===== config.mk =====
export PLATFORM = sky130hd
export DESIGN_NAME = ltl_symbol_encoder
export DESIGN_NICKNAME = d
export VERILOG_FILES = /design/src/rtl/ltl_symbol_encoder.sv
export SDC_FILE = /design/constraint.sdc
export NUM_CORES = 1
export LEC_CHECK = 0
export BUFFER_PORTS_ARGS = -buffer_cell sky130_fd_sc_hd__clkbuf_2
export CAP_MARGIN = 40
export CORE_ASPECT_RATIO = 0.6
export CORE_MARGIN = 5
export CORE_UTILIZATION = 57
export CTS_CLUSTER_DIAMETER = 30
export DETAILED_ROUTE_END_ITERATION = 8
export GPL_ROUTABILITY_DRIVEN = 0
export PLACE_DENSITY = 0.77
export SETUP_SLACK_MARGIN = 0.3
export SYNTH_ARGS = -nofsm -noshare
export SYNTH_HDL_FRONTEND = slang
export SYNTH_SLANG_ARGS = --single-unit

===== constraint.sdc =====
create_clock -name clk -period 3.9 [get_ports clk]
set_input_delay 0.195 -clock clk [delete_from_list [all_inputs] [get_ports clk]]
set_output_delay 0.195 -clock clk [all_outputs]
set_load 0.01 [all_outputs]

===== src/rtl/ltl_symbol_encoder.sv =====
// ltl_symbol_encoder: packs trace propositions into monitor symbols.
// Optional stutter removal via `define LTL_ENC_DEDUP_EN.
module ltl_symbol_encoder #(
  parameter int          PROP_W       = 7,
  parameter int          FIFO_DEPTH   = 8,
  parameter int          RESET_CYCLES = 2,
  parameter logic [7:0]  EOT_SYMBOL   = 8'h80
) (
  input  logic              clk,
  input  logic              rst_n,
  input  logic              trace_start,
  input  logic              trace_end,
  input  logic              ev_valid,
  input  logic [PROP_W-1:0] ev_props,
  output logic              ev_ready,
  output logic              mon_reset,
  output logic              mon_run,
  output logic [7:0]        mon_symbols,
  output logic              busy,
  output logic [15:0]       drop_cnt
);

  localparam int AW = $clog2(FIFO_DEPTH);
  localparam int CW = $clog2(RESET_CYCLES + 1);

  typedef enum logic [1:0] {
    IDLE,
    RST,
    STREAM,
    EOT
  } state_t;

  state_t            state;
  logic [AW:0]       wr_ptr;
  logic [AW:0]       rd_ptr;
  logic [PROP_W-1:0] mem [FIFO_DEPTH];
  logic              end_pending;
  logic [CW-1:0]     rst_cnt;

  logic full;
  logic empty;
  logic active;
  logic accept;
  logic push;
  logic pop;
  logic bypass;
  logic wr_en;
  logic rst_last;

  assign empty = (wr_ptr == rd_ptr);
  assign full  = (wr_ptr[AW] != rd_ptr[AW]) &&
                 (wr_ptr[AW-1:0] == rd_ptr[AW-1:0]);

  assign active   = (state == RST) || (state == STREAM);
  assign ev_ready = active && !full && !end_pending;
  assign accept   = ev_valid && ev_ready && !trace_start;

`ifdef LTL_ENC_DEDUP_EN
  logic              have_last;
  logic [PROP_W-1:0] last_props;

  assign push = accept && !(have_last && (ev_props == last_props));
`else
  assign push = accept;
`endif

  // an event arriving into an empty FIFO while streaming skips storage
  assign pop      = (state == STREAM) && !empty;
  assign bypass   = (state == STREAM) && empty && push;
  assign wr_en    = push && !bypass;
  assign rst_last = (rst_cnt == CW'(RESET_CYCLES - 1));

  // event storage; contents only read while non-empty
  always_ff @(posedge clk) begin
    if (wr_en)
      mem[wr_ptr[AW-1:0]] <= ev_props;
  end

`ifdef LTL_ENC_DEDUP_EN
  // last pushed props, forgotten at every trace start
  always_ff @(posedge clk or negedge rst_n) begin
    if (!rst_n) begin
      have_last  <= 1'b0;
      last_props <= '0;
    end else if (trace_start) begin
      have_last  <= 1'b0;
      last_props <= '0;
    end else if (push) begin
      have_last  <= 1'b1;
      last_props <= ev_props;
    end
  end
`endif

  // framing FSM, FIFO pointers, drop counter and registered outputs
  always_ff @(posedge clk or negedge rst_n) begin
    if (!rst_n) begin
      state       <= IDLE;
      wr_ptr      <= '0;
      rd_ptr      <= '0;
      end_pending <= 1'b0;
      rst_cnt     <= '0;
      drop_cnt    <= '0;
      mon_reset   <= 1'b0;
      mon_run     <= 1'b0;
      mon_symbols <= '0;
      busy        <= 1'b0;
    end else begin
      mon_run     <= 1'b0;
      mon_symbols <= '0;
      if (wr_en)
        wr_ptr <= wr_ptr + (AW+1)'(1);
      if (pop)
        rd_ptr <= rd_ptr + (AW+1)'(1);
      if (active && ev_valid && !ev_ready && (drop_cnt != 16'hFFFF))
        drop_cnt <= drop_cnt + 16'd1;
      if (trace_start) begin
        state       <= RST;
        rst_cnt     <= '0;
        wr_ptr      <= '0;
        rd_ptr      <= '0;
        end_pending <= 1'b0;
        drop_cnt    <= '0;
        mon_reset   <= 1'b1;
        busy        <= 1'b1;
      end else begin
        if (trace_end && active)
          end_pending <= 1'b1;
        unique case (state)
          IDLE: ;
          RST: begin
            if (rst_last) begin
              state     <= STREAM;
              mon_reset <= 1'b0;
            end else begin
              rst_cnt <= rst_cnt + CW'(1);
            end
          end
          STREAM: begin
            if (pop) begin
              mon_run     <= 1'b1;
              mon_symbols <= 8'(mem[rd_ptr[AW-1:0]]);
            end else if (end_pending) begin
              state       <= EOT;
              mon_run     <= 1'b1;
              mon_symbols <= EOT_SYMBOL;
            end else if (bypass) begin
              mon_run     <= 1'b1;
              mon_symbols <= 8'(ev_props);
            end
          end
          EOT: begin
            state       <= IDLE;
            busy        <= 1'b0;
            end_pending <= 1'b0;
          end
        endcase
      end
    end
  end

endmodule


-- Word level (Yosys, flattened, before mapping)
Memories as Yosys holds them, arrays and structs flattened.
Cells that the tools add are included.
- memories: 1
- register bits after elaboration: 40
- word-level logic and storage cells: 92
- output and inout port bits: 28
- input bits: 12
- memory bits (writable): 56
- memories (name ; words ; bits a word ; rd ports ; clocked after Yosys merged registers in ; write ports ; line ; source):
    mem ; 8 ; 7 ; 1 ; 0 ; 1 ; 36 ; logic [PROP_W-1:0] mem [FIFO_DEPTH];
- equal/unequal tests: 12
- add/sub/neg operators: 4
- mux-type cells: 34
- reduce and logical (&&, ||, !) cells: 31
- operator list (operator ; number):
    two-way mux 16 bit ; 2
    two-way mux 8 bit ; 4
    adder 16 x 1 -> 16 bit, second input constant ; 1
    two-way mux 4 bit ; 4
    inequality test 16 bit, second input constant ; 1
    two-way mux 1 bit ; 15
    two-way mux 2 bit ; 7
    logical AND 1 bit ; 13
    nonzero test 2 bit ; 6
    inequality test 3 bit, second input constant ; 3
    adder 4 x 1 -> 4 bit, second input constant ; 2
    two-way mux 7 bit ; 1
    logical NOT 1 bit ; 6
    one-hot mux 2 bit (3 select lines) ; 1
    == test 2 x 1 -> 1 bit, second input constant ; 2
    == test 2 bit, second input constant ; 2
    == test 4 bit ; 1
    AND reduction 2 bit ; 2
    AND reduction 4 bit ; 1
    nonzero test 4 bit ; 1
    == test 3 bit ; 1
    nonzero test 3 bit ; 1
    adder 2 x 1 -> 2 bit, second input constant ; 1
    inequality test 2 bit, second input constant ; 1
    2 further kinds ; 2

-- Longest topological paths before layout
Gate-level depths: netlist of the first run.
- depth in word-level cells: 13
- gate-level depth with buffers: 8
- depth with buffers taken out: 6

-- Worst setup path before layout of the first run
Ideal clock, no wire load.
- kind: reg-to-reg
- start: register state[0]
- end: memory mem[0][0], enable pin
- setup time: 380 ps
- required time: 3520 ps
- clock period less this slack: 2669 ps
- path buffers: 0
- arrival time: 2289 ps
- stages on the path, launching flop included: 7
- slack: 1231 ps
- cells stage by stage: dfrtp_1 -> inv_1 -> ha_1 -> nand2b_1 -> or3_1 -> or3_1 -> nor3_1
- longest elaborated chain between the ends: 11
- elaborated cells between the ends (all ways): 13
- those cells by class: 2 x eq/ne; 2 x mux; 9 x reduce/logical
- ends and longest elaborated chain (what ; line ; source):
    from (decl) ; 33 ; state_t state;
    from (signal assigned) ; 98 ; state <= IDLE;
    from (signal assigned) ; 118 ; state <= RST;
    from (signal assigned) ; 133 ; state <= STREAM;
    == test 2 x 1 -> 1 bit / == test 2 bit (equally long branches) ; 54, 69 ;
    logical OR 1 bit ; 54 ; assign active = (state == RST) || (state == STREAM);
    logical AND 1 bit (2 in series) ; 55 ; assign ev_ready = active && !full && !end_pending;
    logical AND 1 bit (2 in series) ; 56 ; assign accept = ev_valid && ev_ready && !trace_start;
    logical AND 1 bit ; 69 ; assign bypass = (state == STREAM) && empty && push;
    logical NOT 1 bit ; 70 ; assign wr_en = push && !bypass;
    logical AND 1 bit * ; 70 ;
    two-way mux 1 bit * ; 75 ; if (wr_en)
    two-way mux 1 bit (not written as such) * ; 76 ; mem[wr_ptr[AW-1:0]] <= ev_props;
    to (decl) ; 36 ;
Every way passes the cells marked *; elsewhere a longest branch is shown, timed or not.

-- Final worst setup path of the first run
- start: register state[0]
- end: memory mem[6][6], enable pin
Same word-level chain as after synthesis.

==> metrics, run 1 <==
status finished, final reports clean; port buffer count 39; worst min-delay path category primary input to flip-flop; die height 78.1 um; Mean Syn Cell Area 14.0 um2; share of cells above drive strength 1 23.8%; Logic pwr share 20.1%; Pre-antenna DRT Iters 4; CTS buffer count 9; Yosys warning count 0; largest net degree at the start of global routing 41; # nets final 376; # Max-Cap Violations 0; CTS sink count 96; Yosys cell types 49; Yosys top cell by area edfxtp_1; Hold Crit Depth 3; Yosys top cell area share 38.2%; Min-Delay Startpoint trace_end; placed insts 449; overall die width 123 um; Seq cells post-synth 96; global-route wire length before repair 15900 um; drt wl/cell 21.0 um; NetSw 0.808 mW; Starting Density 59.6%; Internal 1.91 mW; initial antenna violation count 0; routed vias 2897; WL final 9810 um; GRT Total Usage 22.2%; CTS tree done; worst-case clock buffer depth 2; Pwr Density 542 nW/um2; CP arrival 2880 ps; Post-synth EDFFs 56; Syn Nets 334; Worst Hold Endpoint end_pending; Final HPWL DP 6410 um; worst r2r path cells 6; final setup TNS 0 ps; final non-filler cell total 466; Synth Instances 315; Leakage 1.92 nW; Primary FF master, synth edfxtp_1; nature of the critical path endpoint flip-flop; Max Slew Vio Count 0; footprint of the multi-input gates 1570 um2; fin crit share 74.3%; Critical Path Start Type flip-flop; Setup violations, final 0; clock network fraction of design power 35.5%; Tightest Pin Transition 901 ps; Residual DRC 0; Area after DPL 4680 um2; Layout Skew 7.58 ps; largest cells by area after synthesis edfxtp_1 38%, dfrtp_1 23%, mux4_2 7.2%; Starting DRT DRC Count 309; R2R Path Start state[0]; cell area after synthesis 4400 um2; Hold Slack 146 ps; grt ovf 0; via/cell ratio 6.22; FF-to-FF End mem[6][6]; Final Hold Vio Count 0; crit path from state[0]; die area 9630 um2; top post-synthesis cells by count 56 x edfxtp_1, 40 x dfrtp_1, 19 x nor2_1, 16 x nand2_1, 14 x mux4_2; H-tree Lvls 3; crit-path max FO 8; CP Class flip-flop to flip-flop; I/O pins 40; most frequent cell after synthesis edfxtp_1; Final min period 2900 ps; Storage cell area 2680 um2; clk root buf clkbuf_16; Max-slew headroom 39.4%; switching part of the total 29.7%; RSZ-0062 raised after global routing no; Rows 24; n_diodes 0; Clock Latency Late Sink 350 ps; Reg power frac 44.4%; Worst Path Required 3880 ps; max frequency 345 MHz; filler instances 534; number of antenna-violating nets in the routed design 0; Async SR Flop Fraction 41.7%; vias in the first global route 2794; fin area 5020 um2; r2r setup slk 1000 ps; core area 7390 um2; P&R area growth vs syn 14.1%; Clk pin slew, worst setup/hold paths 70 ps; register area share after synthesis 61.0%; Worst VDD drop 0.000309 V
==> critical path: stages, from the launching register on <==
cell and delay, ps:
dfrtp_1 400, inv_1 70, ha_1 350, nand2b_1 330, or3_1 410, or3_1 410, nor2_1 560
==> cell usage in the layout, fill, tap and decap left out, types with 3 or more instances in the layout <==
cell       count
or3_1          4
nand4_1        9
xor2_1         3
ha_1           7
o2bb2ai_1      7
nor4_1         6
mux2_1         4
buf_4          7
nand2_1       16
mux2i_1       10
or4_1          9
a21oi_1       12
o21ai_0        6
clkbuf_16      9
o311ai_0       3
o41ai_1        4
dfrtp_1       40
clkbuf_2      39
o31ai_1        7
and3_1         5
inv_1          9
mux4_2        14
nor3_1         5
nand3_1        8
inv_6          3
nand2b_1       4
edfxtp_1      56
nor2_1        19
nor2b_1        8
==> registers in the layout (all words and copies together), names as in the netlist <==
register / cells
busy: 1
drop_cnt: 16
end_pending: 1
mem: 56
mon_reset: 1
mon_run: 1
mon_symbols: 8
rd_ptr: 4
rst_cnt: 2
state: 2
wr_ptr: 4
==> worst max-delay path by stage <==
stage / slack, ps / cells after the start / end
3_3_place_gp: 1180 / 6 / mem[6][4]
2_1_floorplan: 1230 / 6 / mem[0][0]
4_1_cts: 1060 / 6 / mem[6][6]
3_5_place_dp: 1090 / 6 / mem[6][6]
5_1_grt: 860 / 6 / mem[6][2]
6_report: 1000 / 6 / mem[6][6]
==> power groups by stage <==
stage	sequential (mW)	clock [mW]	combinational [mW]
after floorplan	1.21	0	0.429
after global placement	1.22	0	0.514
after detailed placement	1.23	0	0.536
after CTS	1.21	0.978	0.539
after global routing	1.21	1.03	0.605
final	1.21	0.966	0.547
==> per-stage QoR <==
stage / utilization (%) / worst slack (ps) / power, mW
after floorplan: - / 1230 / 1.64
after global placement: 63.2 / 1180 / 1.74
after detailed placement: 63.4 / 1090 / 1.76
after CTS: 67.9 / 1060 / 2.72
after global routing: 67.9 / 864 / 2.85
final: 67.9 / 1000 / 2.72
==> final cells by class <==
type | instances | area share, %
clock buffers | 9 | 4.49
flip-flops and latches | 96 | 53.5
inverters | 10 | 0.748
clock inverters | 7 | 2.02
well taps | 104 | 2.59
repair buffers | 48 | 5.36
multi-input cells | 192 | 31.3
==> cell families (layout without fill, tap and decap cells) <==
logic type	after synthesis	count (layout)	share of synthesized area, %
compound gates	49	49	8.16
xor+xnor	7	7	1.99
fa+ha+maj	7	7	1.99
buf+inv	27	74	3.30
flops	96	96	61.0
mux	30	30	11.0
simple gates	99	99	12.6
==> what timing repair did <==
item,CTS,global route
hold endpoints to repair,40,0
gates resized for setup,0,0
buffers inserted,0,0
endpoints found under the setup margin,0,0
hold buffers,1,0
==> metal layers <==
layer  GRT usage (%)  vias to the layer above  wire length (um)
li1                -                     1304                 -
met1            34.8                     1467              4640
met2            30.8                      120              4330
met3            6.11                        6               748
met4            5.41                        0                84
met5               0                        -                 0
(Power assumes the default switching activity.)
==> inputs of run 2 (changes only) <==
==> constraint.sdc (replaced) <==
create_clock -name clk -period 2.9 [get_ports clk]
set_input_delay 0.145 -clock clk [delete_from_list [all_inputs] [get_ports clk]]
set_output_delay 0.145 -clock clk [all_outputs]
set_load 0.01 [all_outputs]
==> metrics, run 2 (synthesized netlist as in run 1, its figures left out) <==
fin area 5090 um2; nature of the critical path endpoint flip-flop; # nets final 386; Setup violations, final 0; number of antenna-violating nets in the routed design 0; die area 9630 um2; Tightest Pin Transition 602 ps; Pre-antenna DRT Iters 4; Reg power frac 46.3%; Final HPWL DP 6310 um; WL final 9060 um; Max-slew headroom 59.6%; Pwr Density 694 nW/um2; drt wl/cell 19.0 um; Starting Density 59.6%; die height 78.1 um; Area after DPL 4760 um2; fin crit share 86.8%; clock network fraction of design power 32.1%; H-tree Lvls 3; share of cells above drive strength 1 25.3%; max frequency 397 MHz; RSZ-0062 raised after global routing no; Clock Latency Late Sink 330 ps; grt ovf 0; Worst Path Required 2950 ps; max FFs per register 56; global-route wire length before repair 14800 um; CTS buffer count 9; P&R area growth vs syn 15.6%; Residual DRC 0; Storage cell area 2680 um2; Layout Skew 4.57 ps; CTS sink count 96; Leakage 1.96 nW; worst-case clock buffer depth 2; # Max-Cap Violations 0; overall die width 123 um; filler instances 517; I/O pins 40; status finished, final reports clean; crit-path max FO 7; most used cells in the layout excluding fill and tap cells 56 x edfxtp_1, 40 x dfrtp_1, 39 x clkbuf_2, 19 x nor2_1; worst min-delay path category primary input to flip-flop; clk root buf clkbuf_16; most common cell after layout, fill and taps aside edfxtp_1; Final min period 2520 ps; switching part of the total 29.1%; Worst VDD drop 0.000356 V; via/cell ratio 5.93; CP Class flip-flop to flip-flop; routed vias 2823; Critical Path Start Type flip-flop; n_diodes 0; Final Hold Vio Count 0; GRT Total Usage 20.3%; Clk pin slew, worst setup/hold paths 60 ps; initial antenna violation count 0; CP arrival 2570 ps; final total power 3.53 mW; vias in the first global route 2681; largest net degree at the start of global routing 28; Hold Slack 108 ps; Rows 24; NetSw 1.03 mW; final setup TNS 0 ps; footprint of the multi-input gates 1590 um2; Logic pwr share 21.6%; CTS tree done; Max Slew Vio Count 0; Starting DRT DRC Count 236; Internal 2.50 mW; core area 7390 um2; port buffer count 39
## run 2: area by class of cell
class,count,area share [%]
well taps,104,2.56
clock inverters,3,0.836
repair buffers,58,7.18
clock buffers,13,4.72
flip-flops and latches,96,52.7
multi-input cells,192,31.2
inverters,10,0.738
## run 2: through the flow
| step | worst slack (ps) | cells | utilization, % |
|---|---|---|---|
| global route | 297 | 476 | 68.9 |
| floorplan | 439 | 315 | - |
| finish | 382 | 476 | 68.9 |
| CTS | 420 | 475 | 68.5 |
| global placement | 428 | 457 | 64.2 |
| detailed placement | 331 | 458 | 64.5 |
## run 2: worst paths after layout
| check | startpoint | endpoint | slack, ps | cells after the start |
|---|---|---|---|---|
| worst min register to register | busy | busy | 480 | 1 |
| worst max-delay path | state[0] | mem[0][6] | 380 | 7 |
| max in group asynchronous | rst_n | rd_ptr[2] | 2100 | 3 |
| min in group asynchronous | rst_n | drop_cnt[11] | 300 | 2 |
| worst min-delay path | trace_end | end_pending | 110 | 3 |
| worst max register to register | state[0] | mem[0][6] | 380 | 7 |
## run 2: power by group through the flow
stage / sequential, mW / clock [mW] / combinational (mW)
after CTS: 1.63 / 1.15 / 0.730
after detailed placement: 1.66 / 0 / 0.721
final: 1.63 / 1.13 / 0.762
after floorplan: 1.63 / 0 / 0.578
after global routing: 1.64 / 1.22 / 0.849
after global placement: 1.65 / 0 / 0.692
## run 2: routing by layer
metal / share of wire [%] / GRT usage, % / up-vias / routed length, um
met4: 0.38 / 4.75 / 0 / 34
met3: 8.6 / 6.18 / 4 / 775
met5: 0 / 0 / - / 0
met2: 43 / 26.7 / 94 / 3880
met1: 48 / 32.8 / 1399 / 4370
li1: - / - / 1326 / -
## run 2: timing repair
item,in CTS,in global routing
endpoints found under the setup margin,7,34
resized for setup,1,2
hold buffers,1,0
setup buffers,0,1
endpoints found under the hold margin,16,0
pin swaps,0,1
## run 2: worst max-delay path: stages, from the launching register on
cell and delay [ps]:
dfrtp_1 410, inv_1 90, ha_1 360, nand2b_1 190, or3_1 340, or3_1 440
nor3_4 250, buf_12 150
==> inputs of run 3 (changes only) <==
--- a/config.mk
+++ b/config.mk
@@ -13,6 +13,7 @@
 export CTS_CLUSTER_DIAMETER = 30
 export DETAILED_ROUTE_END_ITERATION = 8
 export GPL_ROUTABILITY_DRIVEN = 0
+export MAX_ROUTING_LAYER = met4
 export PLACE_DENSITY = 0.77
 export SETUP_SLACK_MARGIN = 0.3
 export SYNTH_ARGS = -nofsm -noshare
==> constraint.sdc (replaced) <==
create_clock -name clk -period 2.43 [get_ports clk]
set_input_delay 0.1215 -clock clk [delete_from_list [all_inputs] [get_ports clk]]
set_output_delay 0.1215 -clock clk [all_outputs]
set_load 0.01 [all_outputs]
==> metrics, run 3 (synthesized netlist as in run 1, its figures left out) <==
Hold Slack 83.6 ps; worst-case clock buffer depth 2; GRT Total Usage 23.0%; filler instances 477; I/O pins 40; Tightest Pin Transition 428 ps; R2R Path Start rd_ptr[2]; clk root buf clkbuf_16; die height 78.1 um; CTS tree done; placed insts 461; share of cells above drive strength 1 31.4%; fin area 5330 um2; CTS sink count 96; WL final 9800 um; Worst Path Required 2660 ps; Final HPWL DP 6700 um; vias in the first global route 2862; worst r2r path cells 4; die area 9630 um2; CP Class flip-flop to flip-flop; Starting DRT DRC Count 364; Pre-antenna DRT Iters 4; nature of the critical path endpoint flip-flop; Clk pin slew, worst setup/hold paths 60 ps; CTS buffer count 9; # nets final 396; H-tree Lvls 3; Max Slew Vio Count 0; Residual DRC 0; Leakage 2.07 nW; max FFs per register 56; RSZ-0062 raised after global routing yes; most used cells in the layout excluding fill and tap cells 56 x edfxtp_1, 40 x dfrtp_1, 39 x clkbuf_2, 24 x buf_4; Storage cell area 2680 um2; Layout Skew 7.44 ps; port buffer count 39; routed vias 2900; n_diodes 0; gr busiest metal met1; crit path to drop_cnt[11]; met1 Resource Use GR 34.7%; # Max-Cap Violations 0; Util after Layout 72.1%; Critical Path Start Type flip-flop; Clock Latency Late Sink 350 ps; Final Hold Vio Count 0; FF-to-FF End drop_cnt[11]; drt wl/cell 20.2 um; largest net degree at the start of global routing 34; worst min-delay path category primary input to flip-flop; crit path from rd_ptr[2]; met3 Resource Use GR 7.33%; Worst VDD drop 0.000585 V; Pwr Density 894 nW/um2; Area after DPL 4840 um2; footprint of the multi-input gates 1670 um2; number of antenna-violating nets in the routed design 0; met2 Usage GRT 30.8%; overall die width 123 um; crit-path max FO 27; core area 7390 um2; global-route wire length before repair 15900 um; initial antenna violation count 0; Rows 24; r2r setup slk 210 ps; Starting Density 59.6%; most common cell after layout, fill and taps aside edfxtp_1; final setup TNS 0 ps; max frequency 450 MHz; grt ovf 0; Setup violations, final 0; final non-filler cell total 486; via/cell ratio 5.97; status finished, final reports clean; fin crit share 91.4%; CP arrival 2450 ps; P&R area growth vs syn 21.1%; Final min period 2220 ps; Max-slew headroom 71.3%
run 3: stage by stage:
| stage | power [mW] | worst slack, ps |
|---|---|---|
| detailed placement | 2.94 | 55.9 |
| global placement | 2.90 | 134 |
| finish | 4.76 | 210 |
| global route | 4.99 | 177 |
| floorplan | 2.69 | 235 |
| CTS | 4.75 | 265 |
run 3: what timing repair did:
action / CTS / global route
hold buffers: 1 / 0
pin swaps: 3 / 2
endpoints found under the setup margin: 60 / 64
setup buffers: 8 / 0
gates resized for setup: 7 / 2
hold endpoints to repair: 12 / 0
run 3: how the worst min path moves through the flow:
stage | from | to | slack [ps] | cells past startpoint
6_report | ev_props[6] | mem[5][6] | 80 | 1
5_1_grt | ev_props[1] | mem[2][1] | 90 | 1
4_1_cts | trace_end | end_pending | 80 | 3
3_5_place_dp | rst_n | drop_cnt[4] | 50 | 1
3_3_place_gp | rst_n | drop_cnt[4] | 350 | 1
2_1_floorplan | rst_n | busy | -170 | 0
run 3: power by group:
group / internal, mW / leakage [nW] / switching (mW)
Combinational: 0.466 / 0.852 / 0.670
Clock: 1.11 / 0.172 / 0.596
Sequential: 1.84 / 1.05 / 0.0764
Total: 3.42 / 2.07 / 1.34
run 3: metal layers:
metal  wire [um]  vias up  part of all wire (%)
li1            -     1348                     -
met3         813        8                   8.3
met1        4610     1424                    47
met5           0        -                     0
met4          87        0                  0.89
met2        4290      120                    44
run 3: layout make-up:
type | count | area share, %
Clock buffer | 9 | 4.23
Inverter | 10 | 0.705
Tap cell | 104 | 2.44
Sequential cell | 96 | 50.4
Multi-Input combinational cell | 192 | 31.3
Clock inverter | 7 | 2.70
Timing Repair Buffer | 68 | 8.25
run 3: critical path, stage by stage, from the launching register on:
cell and delay [ps]:
dfrtp_1 430, xor2_2 240, o41a_4 650, nor4_1 410, mux2_1 370
